File: config.mk
export PLATFORM = sky130hd
export DESIGN_NAME = vid_fill_engine
export DESIGN_NICKNAME = d
export VERILOG_FILES = /design/src/rtl/vid_fill_engine.sv
export SDC_FILE = /design/constraint.sdc
export NUM_CORES = 1
export LEC_CHECK = 0
export CAP_MARGIN = 20
export CORE_ASPECT_RATIO = 1.1
export CORE_MARGIN = 3
export CORE_UTILIZATION = 40
export CTS_CLUSTER_SIZE = 14
export DETAILED_ROUTE_END_ITERATION = 6
export PLACE_DENSITY = 0.63
export SYNTH_ARGS = -nofsm -noshare
export SYNTH_HDL_FRONTEND = slang
export SYNTH_SLANG_ARGS = --single-unit
export TNS_END_PERCENT = 20
File: constraint.sdc
create_clock -name pixClk -period 4.6 [get_ports pixClk]
set_clock_uncertainty 0.1 [all_clocks]
set_input_delay 0.46 -clock pixClk [delete_from_list [all_inputs] [get_ports pixClk]]
set_output_delay 0.46 -clock pixClk [all_outputs]
set_load 0.03 [all_outputs]
File: src/rtl/vid_fill_engine.sv
// vid_fill_engine: writes a constant byte across a contiguous VRAM range
// through the video controller's CPU-style bus port (CE/DS/RnW/DSACK),
// programmed from a byte-wide host register window.
module vid_fill_engine #(
    parameter int TIMEOUT = 255
) (
    input  logic        pixClk,
    input  logic        reset,
    input  logic        hostWr,
    input  logic [2:0]  hostAddr,
    input  logic [7:0]  hostWrData,
    output logic [7:0]  hostRdData,
    output logic        fillReq,
    input  logic        fillGnt,
    output logic        nFillCE,
    output logic        nFillDS,
    output logic        fillRnW,
    output logic [15:0] fillAddr,
    output logic [7:0]  fillData,
    output logic        fillDataOe,
    input  logic        nFillDSACK,
    output logic        irq
);

    typedef enum logic [2:0] {
        stIdle, stReq, stSetup, stStrobe, stRelease, stNext, stDone
    } fillState_t;

    fillState_t  state;
    logic [15:0] addrReg, lenReg;
    logic [7:0]  fillReg, tmo;
    logic        busy, done, err, ien, abortPend;

    logic        ctrlWr, startAcc, lenZero, addrBad;
    logic [15:0] addrInc, lenDec;
    logic        waitingAck, tmoHit, reqAbort, nextEnd, nextErr, jobEnd;
    logic        setDone, setErr, doneNxt, errNxt, ienNxt;

    assign ctrlWr   = hostWr && (hostAddr == 3'd5);
    assign startAcc = ctrlWr && hostWrData[0] && !busy;
    assign lenZero  = (lenReg == 16'h0000);
    assign addrBad  = (addrReg == 16'hFFFF);
    assign addrInc  = addrReg + 16'd1;
    assign lenDec   = lenReg - 16'd1;

    // The timeout only counts while the controller has not yet moved DSACK.
    assign waitingAck = ((state == stStrobe) && nFillDSACK) ||
                        ((state == stRelease) && !nFillDSACK);
    assign tmoHit     = waitingAck && (tmo == 8'(TIMEOUT - 1));
    assign reqAbort   = (state == stReq) && abortPend;
    // 0xFFFF is the controller's own register, so it ends the job as an error.
    assign nextEnd    = (state == stNext) &&
                        ((lenDec == 16'h0000) || (addrInc == 16'hFFFF) || abortPend);
    assign nextErr    = (state == stNext) && (lenDec != 16'h0000) &&
                        ((addrInc == 16'hFFFF) || abortPend);
    assign jobEnd     = reqAbort || tmoHit || nextEnd;

    assign setDone = jobEnd || (startAcc && (lenZero || addrBad));
    assign setErr  = reqAbort || tmoHit || nextErr || (startAcc && !lenZero && addrBad);

    // Next status flags; computed here so irq can be registered in step with them.
    always_comb begin
        doneNxt = done;
        errNxt  = err;
        ienNxt  = ien;
        if (ctrlWr) ienNxt = hostWrData[2];
        if (startAcc || (ctrlWr && hostWrData[3])) begin
            doneNxt = 1'b0;
            errNxt  = 1'b0;
        end
        if (setDone) doneNxt = 1'b1;
        if (setErr)  errNxt  = 1'b1;
    end

    // Host read mux: live working values, status on CTRL.
    always_comb begin
        case (hostAddr)
            3'd0:    hostRdData = addrReg[15:8];
            3'd1:    hostRdData = addrReg[7:0];
            3'd2:    hostRdData = lenReg[15:8];
            3'd3:    hostRdData = lenReg[7:0];
            3'd4:    hostRdData = fillReg;
            3'd5:    hostRdData = {4'b0000, ien, err, done, busy};
            default: hostRdData = 8'h00;
        endcase
    end

    // ABORT is latched any time; a new START or the end of a job consumes it.
    always_ff @(posedge pixClk) begin
        if (reset)                            abortPend <= 1'b0;
        else if (startAcc)                    abortPend <= hostWrData[1];
        else if (ctrlWr && hostWrData[1])     abortPend <= 1'b1;
        else if (setDone)                     abortPend <= 1'b0;
    end

    // Register file, job sequencer and registered bus outputs.
    always_ff @(posedge pixClk) begin
        if (reset) begin
            state      <= stIdle;
            addrReg    <= '0;
            lenReg     <= '0;
            fillReg    <= '0;
            tmo        <= '0;
            busy       <= 1'b0;
            done       <= 1'b0;
            err        <= 1'b0;
            ien        <= 1'b0;
            irq        <= 1'b0;
            fillReq    <= 1'b0;
            nFillCE    <= 1'b1;
            nFillDS    <= 1'b1;
            fillRnW    <= 1'b1;
            fillDataOe <= 1'b0;
            fillAddr   <= '0;
            fillData   <= '0;
        end else begin
            done <= doneNxt;
            err  <= errNxt;
            ien  <= ienNxt;
            irq  <= ienNxt && (doneNxt || errNxt);

            if (hostWr && !busy) begin
                case (hostAddr)
                    3'd0:    addrReg[15:8] <= hostWrData;
                    3'd1:    addrReg[7:0]  <= hostWrData;
                    3'd2:    lenReg[15:8]  <= hostWrData;
                    3'd3:    lenReg[7:0]   <= hostWrData;
                    3'd4:    fillReg       <= hostWrData;
                    default: ;
                endcase
            end

            case (state)
                stIdle, stDone: begin
                    state <= stIdle;
                    if (startAcc && !lenZero && !addrBad) begin
                        busy    <= 1'b1;
                        fillReq <= 1'b1;
                        state   <= stReq;
                    end
                end
                stReq: if (fillGnt) begin
                    state      <= stSetup;
                    nFillCE    <= 1'b0;
                    fillRnW    <= 1'b0;
                    fillDataOe <= 1'b1;
                    fillAddr   <= addrReg;
                    fillData   <= fillReg;
                end
                stSetup: begin
                    nFillDS <= 1'b0;
                    tmo     <= '0;
                    state   <= stStrobe;
                end
                stStrobe: if (!nFillDSACK) begin
                    nFillCE    <= 1'b1;
                    nFillDS    <= 1'b1;
                    fillDataOe <= 1'b0;
                    tmo        <= '0;
                    state      <= stRelease;
                end else begin
                    tmo <= tmo + 8'd1;
                end
                stRelease: if (nFillDSACK) state <= stNext;
                           else            tmo   <= tmo + 8'd1;
                stNext: begin
                    addrReg    <= addrInc;
                    lenReg     <= lenDec;
                    state      <= stSetup;
                    nFillCE    <= 1'b0;
                    fillDataOe <= 1'b1;
                    fillAddr   <= addrInc;
                    fillData   <= fillReg;
                end
                default: state <= stIdle;
            endcase

            // Any job termination overrides the branch above and parks the bus.
            if (jobEnd) begin
                state      <= stDone;
                busy       <= 1'b0;
                fillReq    <= 1'b0;
                nFillCE    <= 1'b1;
                nFillDS    <= 1'b1;
                fillRnW    <= 1'b1;
                fillDataOe <= 1'b0;
            end
        end
    end

endmodule

==> results by group, run 1 <==
Clocking
  • Clk root buf: clkbuf_16
  • Sink Count: 85
  • Num CTS Buffers: 9
  • Reg clk slew, reported paths: 60 ps
  • Worst skew pair latency: 350 ps
  • CTS tree: done
  • Post-CTS Setup Repair Bufs: 0
  • Hold-fix buffers, CTS: 0
  • Cts repair resizes: 0
  • H-tree depth: 3
  • CTS max path bufs: 2

Hold path
  • Worst Hold Class: flop to flop

Die
  • Die W: 112 um
  • Core area: 12100 um2
  • # rows: 42
  • Io pins: 54
  • Die Height: 123 um
  • Starting density of the core: 0.410
  • Die Area: 13700 um2

Routing
  • First-pass iteration count of the detailed router: 5
  • Via Count: 5003
  • Via-to-Cell Ratio: 5.96
  • Total Routed Length: 15200 um
  • Initial drt markers: 338
  • Detailed-route wire length per cell: 18.1 um
  • Antenna viol nets, final: 0
  • Drt drc: 0

Yosys
  • Sequential fraction of the synthesis area: 0.344
  • Post-Syn Area: 4950 um2
  • Post-synth ARST share: 0
  • Cell count after synthesis: 653
  • Syn Area/Cell: 7.58 um2
  • Post-synth net total: 676
  • Distinct cells, synth: 66
  • Commonest register cell after synthesis: dfxtp_1
  • Number of flops mapped to enable cells by yosys: 0
  • Yosys Warn Count: 0
  • FF+latch count, synth: 85

Run status
  • Status: finished, final reports clean

Power and ir drop
  • Leak Pwr: 2.01 nW
  • Overall power: 1.69 mW
  • VDD IR max: 0.000155 V
  • Pwr per Cell Area: 288 nW/um2

Timing
  • Unrepaired setup endpoints after global routing: false
  • Fmax: 288 MHz
  • Clock period minus worst slack: 3470 ps
  • Worst-Margin Slew: 899 ps
  • Final hold vios: 0
  • Final setup TNS: 0 ps
  • Pins Over Slew Limit: 0
  • Tcrit/Tclk final: 0.755
  • WHS: 348 ps
  • Final setup violation count: 0
  • Rel. slew slack: 0.396

Global route
  • Gr ovfl total: 0
  • Pin count of the biggest net entering global routing: 43
  • First-pass GRT wire length: 24000 um
  • Tot GR Track Use: 0.220
  • Vias in the first global route: 4484
  • Initial antenna violation count: 0

Worst setup path
  • CP Max Fanout: 23
  • Critical path type: input pin to primary output
  • Critical path data required time: 4040 ps
  • Critical Path AT: 2910 ps
  • Critical Path Sink Type: primary output
  • CP startpoint kind: input pin

Run
  • Total of max-cap violations: 0

Place
  • Gpl congestion: 0.925
  • DP Wirelength: 10900 um
  • Port Buffers: 53

Final layout
  • Fill cells: 1230
  • Fraction of layout cells with a size suffix above 1: 0.0642
  • Nets: 703
  • Ant diodes: 0
  • Most common cell after layout, fill and taps aside: nand2_1
  • Area growth from synthesis to layout: 18.2%
  • Most frequent cells in the layout: nand2_1 (87), dfxtp_1 (85), nor2_1 (66)
==> final cells by class <==
cell class | instances | area (um2) | share of cell area
multi-input combinational | 508 | 3010 | 0.514
clock buffer | 11 | 243 | 0.0415
inverter | 14 | 52.6 | 0.00898
clock inverter | 5 | 60.1 | 0.0103
tap | 154 | 193 | 0.0329
sequential | 85 | 1700 | 0.291
timing repair buffer | 62 | 593 | 0.101
==> kinds of logic (layout without fill, tap and decap cells) <==
group           Yosys count  in the layout  synth area share
simple gates            285            285             0.285
compound gates          173            173             0.218
flops                    85             85             0.344
buf+inv                  60             92            0.0488
mux                      23             23            0.0503
xor+xnor                 20             20            0.0369
fa+ha+maj                 7              7            0.0177
==> final timing paths <==
path | from | end | slack [ps] | cells past startpoint
hold / removal | fillData[5]$_SDFFE_PP0P_ | fillData[5]$_SDFFE_PP0P_ | 350 | 2
setup reg to reg | addrReg[1]$_SDFFE_PP0P_ | irq$_SDFF_PP0_ | 1880 | 8
hold reg to reg | fillData[5]$_SDFFE_PP0P_ | fillData[5]$_SDFFE_PP0P_ | 350 | 2
setup / recovery | hostAddr[1] | hostRdData[7] | 1130 | 6
==> cell usage after synthesis, types with 2 or more instances <==
cell | instances | area share
or2_2 | 2 | 0.0025
nand3_1 | 34 | 0.034
and2_1 | 4 | 0.0051
a22oi_1 | 6 | 0.0091
buf_1 | 3 | 0.0023
nor3_1 | 19 | 0.019
o31ai_1 | 4 | 0.0061
buf_2 | 6 | 0.0061
a221oi_1 | 2 | 0.0035
nand2b_1 | 10 | 0.013
clkbuf_1 | 35 | 0.027
o22ai_1 | 6 | 0.0076
dfxtp_1 | 85 | 0.34
or3_1 | 7 | 0.0088
xnor2_1 | 13 | 0.023
nor4_1 | 8 | 0.010
o21ai_0 | 34 | 0.034
a21oi_1 | 59 | 0.060
mux2_2 | 5 | 0.011
a211oi_1 | 12 | 0.018
ha_1 | 7 | 0.018
nand4_1 | 9 | 0.011
o31a_1 | 2 | 0.0035
a222oi_1 | 3 | 0.0061
and4_1 | 2 | 0.0035
and4b_1 | 4 | 0.0081
and3_1 | 11 | 0.014
nand2_1 | 87 | 0.066
a31oi_1 | 27 | 0.034
mux2i_1 | 17 | 0.034
nor2b_1 | 7 | 0.0088
nor2_1 | 67 | 0.051
nor4b_1 | 2 | 0.0035
nand3b_1 | 4 | 0.0061
xor2_1 | 6 | 0.011
inv_1 | 14 | 0.011
==> per-stage QoR <==
| step | std cells | instance area, um2 | setup WS (ps) | util |
|---|---|---|---|---|
| after CTS | 839 | 5850 | 1110 | 0.484 |
| final | 839 | 5850 | 1130 | 0.484 |
| after detailed placement | 823 | 5550 | 1110 | 0.459 |
| after floorplan | 653 | 4950 | 1970 | - |
| after global routing | 839 | 5850 | 974 | 0.484 |
| after global placement | 823 | 5550 | 1150 | 0.459 |
==> layer usage <==
layer	routed length (um)	share of wire	track usage	up-vias
li1	-	-	-	2414
met1	6640	0.44	0.291	2378
met2	7030	0.46	0.349	184
met3	1090	0.071	0.0394	27
met4	451	0.030	0.108	0
met5	0	0	0	-
==> worst max-delay path, stage by stage <==
cell and delay [ps]:
clkdlybuf4s50_1 490, buf_4 260, nor2b_1 590, a21oi_1 140, o21ai_0 240, clkdlybuf4s50_1 730
==> flip-flops by register name, summed over array words and instances, names as in the netlist <==
| signal | cells |
|---|---|
| addrReg | 16 |
| state | 3 |
| ien | 1 |
| irq | 1 |
| fillReg | 8 |
| done | 1 |
| fillAddr | 16 |
| nFillCE | 1 |
| busy | 1 |
| fillDataOe | 1 |
| err | 1 |
| lenReg | 16 |
| nFillDS | 1 |
| abortPend | 1 |
| fillRnW | 1 |
| fillData | 8 |
| tmo | 8 |
==> power breakdown <==
group          total, mW  internal [mW]  switching, mW
clock              0.751          0.437          0.314
sequential         0.765          0.746         0.0191
combinational      0.170         0.0659          0.104
total               1.69           1.25          0.437
Power figures use the tool's default switching activity.
==> run 2: changes to the inputs <==
- PLACE_DENSITY: 0.63 -> 0.65
- clock period: 4.6 -> 3.05 ns (I/O delays scaled with it)
==> results by group, run 2 (synthesis gave the netlist of run 1 again) <==
Place
  • Post-placement cell area: 5610 um2 (+1.0%)
  • Gpl congestion: 0.998 (+7.9%)
  • Port Buffers: 53 (unchanged)
  • DP Wirelength: 11000 um (+0.69%)

Worst setup path
  • CP Max Fanout: 9 (-61%)
  • Critical path type: flop to flop
  • Critical Path AT: 2810 ps (-100 ps)
  • Critical Path Sink Type: flop
  • Critical path data required time: 3220 ps (-820 ps)
  • CP startpoint kind: flop

Timing
  • Final setup TNS: 0 ps (unchanged)
  • Final setup violation count: 0 (unchanged)
  • Final hold vios: 0 (unchanged)
  • Worst-Margin Slew: 761 ps (-138 ps)
  • Unrepaired setup endpoints after global routing: false
  • Rel. slew slack: 0.493 (+0.0966)
  • Fmax: 378 MHz
  • Clock period minus worst slack: 2640 ps
  • Tcrit/Tclk final: 0.867
  • Pins Over Slew Limit: 0 (unchanged)

Die
  • Io pins: 54 (unchanged)
  • Core area: 12100 um2 (unchanged)
  • Die Height: 123 um (unchanged)
  • Die Area: 13700 um2 (unchanged)
  • # rows: 42 (unchanged)
  • Die W: 112 um (unchanged)
  • Starting density of the core: 0.410 (unchanged)

Final layout
  • Final Cell Area: 5950 um2 (+1.7%)
  • Most frequent cells in the layout: nand2_1 (87), dfxtp_1 (85), nor2_1 (66)
  • Most common cell after layout, fill and taps aside: nand2_1
  • Fraction of layout cells with a size suffix above 1: 0.0892 (+0.0250)
  • Area growth from synthesis to layout: 20.3%
  • Ant diodes: 0 (unchanged)
  • Nets: 713 (+1.4%)
  • Largest registers: addrReg x16, fillAddr x16, lenReg x16

Power and ir drop
  • Pwr per Cell Area: 457 nW/um2 (+58%)
  • VDD IR max: 0.000418 V (+170%)
  • Leak Pwr: 2.10 nW (+4.3%)

Routing
  • Initial drt markers: 355 (+5.0%)
  • Via-to-Cell Ratio: 5.94 (-0.47%)
  • Drt drc: 0 (unchanged)
  • Detailed-route wire length per cell: 17.8 um (-1.9%)
  • First-pass iteration count of the detailed router: 5 (unchanged)
  • Antenna viol nets, final: 0 (unchanged)
  • Via Count: 5039 (+0.72%)
  • Total Routed Length: 15100 um (-0.73%)

Global route
  • Pin count of the biggest net entering global routing: 71 (+65%)
  • Gr ovfl total: 0 (unchanged)
  • Vias in the first global route: 4712 (+5.1%)
  • Initial antenna violation count: 0 (unchanged)
  • First-pass GRT wire length: 24200 um (+1.0%)
  • Tot GR Track Use: 0.222 (+0.00143)

Clocking
  • CTS max path bufs: 2 (unchanged)
  • Sink Count: 85 (unchanged)
  • H-tree depth: 3 (unchanged)
  • CTS tree: done
  • Num CTS Buffers: 9 (unchanged)
  • Reg clk slew, reported paths: 70 ps (about the same)
  • Cts repair resizes: 0 (unchanged)
  • Worst skew pair latency: 350 ps (about the same)
  • Post-CTS Setup Repair Bufs: 0 (unchanged)
  • Clk root buf: clkbuf_16
  • Hold-fix buffers, CTS: 0 (unchanged)

Hold path
  • Worst Hold Class: input pin to flop

Run
  • Total of max-cap violations: 0 (unchanged)

Run status
  • Status: finished, final reports clean
## run 2: final timing paths
check | from | end | slack, ps | depth (start not counted)
max | addrReg[1]$_SDFFE_PP0P_ | fillDataOe$_SDFFE_PP0P_ | 410 | 8
min reg2reg | fillData[2]$_SDFFE_PP0P_ | fillData[2]$_SDFFE_PP0P_ | 350 | 2
max reg2reg | addrReg[1]$_SDFFE_PP0P_ | fillDataOe$_SDFFE_PP0P_ | 410 | 8
min | reset | nFillDS$_SDFFE_PP1P_ | 220 | 3
## run 2: layout make-up
type	count	area, um2
inverters	14	52.6
repair buffers	72	651
fillers	1211	6130
flip-flops and latches	85	1700
clock inverters	7	121
multi-input cells	508	3010
clock buffers	9	225
well taps	154	193
## run 2: through the flow
stage / power [mW] / utilization / hold WS [ps] / cells / setup slack, ps
finish: 2.72 / 0.493 / 215 / 849 / 407
global route: 2.81 / 0.493 / 231 / 849 / 153
detailed placement: 1.44 / 0.464 / 347 / 833 / 455
CTS: 2.73 / 0.493 / 212 / 849 / 443
global placement: 1.44 / 0.464 / 344 / 833 / 458
floorplan: 1.34 / - / 341 / 653 / 590
## run 2: worst max-delay path: stages, from the launching register on
cell      delay [ps]
dfxtp_1          490
ha_1             290
nand3_1          250
nor4_1           370
xnor2_1          180
a211oi_1          70
a41o_1           320
o21ai_4          250
nor4b_4          220
## run 2: where the power goes
part	total (mW)	switching, mW	internal (mW)	leakage (nW)
clock	1.30	0.495	0.807	0.170
combinational	0.264	0.160	0.104	1.24
sequential	1.15	0.0275	1.13	0.686
total	2.72	0.682	2.04	2.10
## run 2: layer usage
layer	GRT usage	routed length, um	up-vias
met2	0.352	6920	166
met1	0.292	6830	2416
met3	0.0399	937	31
met5	0	0	-
li1	-	-	2426
met4	0.108	412	0
==> run 3: changes to the inputs <==
- CTS_BUF_LIST: default -> sky130_fd_sc_hd__clkbuf_16
- GPL_ROUTABILITY_DRIVEN: default -> 0
==> results by group, run 3 (synthesis gave the netlist of run 1 again) <==
Timing
  • Unrepaired setup endpoints after global routing: false
  • Final setup violation count: 0 (unchanged)
  • Final setup TNS: 0 ps (unchanged)
  • Worst-Margin Slew: 763 ps (+1.50 ps)
  • Final hold vios: 0 (unchanged)
  • Fmax: 375 MHz (-0.95%)
  • Rel. slew slack: 0.492 (-0.000999)
  • Tcrit/Tclk final: 0.875 (+0.00829)
  • Pins Over Slew Limit: 0 (unchanged)
  • WHS: 269 ps (+54.1 ps)
  • Clock period minus worst slack: 2670 ps (+25.3 ps)

Clocking
  • CTS max path bufs: 2 (unchanged)
  • Reg clk slew, reported paths: 60 ps (about the same)
  • CTS tree: done
  • Num CTS Buffers: 9 (unchanged)
  • Clk root buf: clkbuf_16
  • Worst skew pair latency: 340 ps (about the same)
  • Cts repair resizes: 0 (unchanged)
  • H-tree depth: 3 (unchanged)
  • Sink Count: 85 (unchanged)
  • Hold-fix buffers, CTS: 0 (unchanged)
  • Post-CTS Setup Repair Bufs: 0 (unchanged)

Final layout
  • Most common cell after layout, fill and taps aside: nand2_1
  • Most frequent cells in the layout: nand2_1 (87), dfxtp_1 (85), nor2_1 (66)
  • Fill cells: 1220 (+0.74%)
  • Final Cell Area: 5870 um2 (-1.4%)
  • Nets: 712 (-0.14%)
  • Area growth from synthesis to layout: 18.5%
  • Final core occ: 0.486 (-0.00704)
  • Fraction of layout cells with a size suffix above 1: 0.0825 (-0.00672)
  • Largest registers: addrReg x16, fillAddr x16, lenReg x16
  • Ant diodes: 0 (unchanged)

Routing
  • Via-to-Cell Ratio: 5.96 (+0.41%)
  • Initial drt markers: 354 (-0.28%)
  • Antenna viol nets, final: 0 (unchanged)
  • Via Count: 5036 (-0.060%)
  • First-pass iteration count of the detailed router: 5 (unchanged)
  • Drt drc: 0 (unchanged)
  • Total Routed Length: 14900 um (-1.3%)
  • Detailed-route wire length per cell: 17.6 um (-0.83%)

Place
  • Port Buffers: 53 (unchanged)
  • Post-placement cell area: 5600 um2 (-0.13%)
  • DP Wirelength: 10800 um (-1.7%)

Worst setup path
  • Critical Path AT: 2820 ps (about the same)
  • CP startpoint kind: flop
  • FF-to-FF setup slack: 380 ps (-30 ps)
  • Critical Path Sink Type: flop
  • Critical path type: flop to flop
  • CP Max Fanout: 9 (unchanged)
  • Critical path data required time: 3200 ps (-20 ps)

Die
  • # rows: 42 (unchanged)
  • Core area: 12100 um2 (unchanged)
  • Starting density of the core: 0.410 (unchanged)
  • Io pins: 54 (unchanged)
  • Die Area: 13700 um2 (unchanged)
  • Die W: 112 um (unchanged)
  • Die Height: 123 um (unchanged)

Power and ir drop
  • Leak Pwr: 2.06 nW (-1.7%)
  • VDD IR max: 0.000298 V (-29%)
  • Pwr per Cell Area: 420 nW/um2 (-7.9%)
  • Overall power: 2.47 mW (-9.3%)

Global route
  • Pin count of the biggest net entering global routing: 71 (unchanged)
  • First-pass GRT wire length: 24000 um (-0.88%)
  • GR peak layer: met2
  • Met2 Use GR: 0.334 (-0.0184)
  • Met1 Track Usage GR: 0.287 (-0.00446)
  • Vias in the first global route: 4682 (-0.64%)
  • GR Util met3: 0.0557 (+0.0158)
  • Tot GR Track Use: 0.217 (-0.00472)
  • Initial antenna violation count: 0 (unchanged)
  • Gr ovfl total: 0 (unchanged)

Hold path
  • Worst Hold Class: input pin to flop

Run status
  • Status: finished, final reports clean

Run
  • Total of max-cap violations: 0 (unchanged)
## run 3: where the power goes
part           internal, mW  switching [mW]  leakage (nW)  total [mW]
sequential             1.13          0.0270         0.686        1.15
combinational         0.104           0.162          1.24       0.266
clock                 0.615           0.433         0.138        1.05
total                  1.84           0.622          2.06        2.47
## run 3: layout make-up
cell class | count | area, um2 | share of cell area
clock inverter | 4 | 43.8 | 0.00746
tap | 154 | 193 | 0.0328
multi-input combinational | 508 | 3010 | 0.513
inverter | 14 | 52.6 | 0.00895
sequential | 85 | 1700 | 0.290
clock buffer | 9 | 225 | 0.0384
timing repair buffer | 71 | 643 | 0.110
## run 3: worst paths after layout
kind	from	endpoint	cells after the start
max	addrReg[1]$_SDFFE_PP0P_	irq$_SDFF_PP0_	8
max reg2reg	addrReg[1]$_SDFFE_PP0P_	irq$_SDFF_PP0_	8
min	reset	nFillDS$_SDFFE_PP1P_	3
min reg2reg	fillData[0]$_SDFFE_PP0P_	fillData[0]$_SDFFE_PP0P_	2
## run 3: layer usage
layer | vias to the layer above | routed length (um)
met4 | 0 | 435
met5 | - | 0
li1 | 2433 | -
met3 | 36 | 1250
met2 | 193 | 6750
met1 | 2374 | 6460
## run 3: critical path, stage by stage, from the launching register on
cell,delay (ps)
dfxtp_1,500
ha_1,300
nand3_1,230
nor3_2,340
xnor2_1,110
nor4_1,310
a41o_1,340
o21ai_4,120
a21boi_0,230
## run 3: stage by stage
step	std cells	setup slack, ps
global route	845	69.6
detailed placement	832	425
CTS	845	397
floorplan	653	590
global placement	832	491
finish	845	382
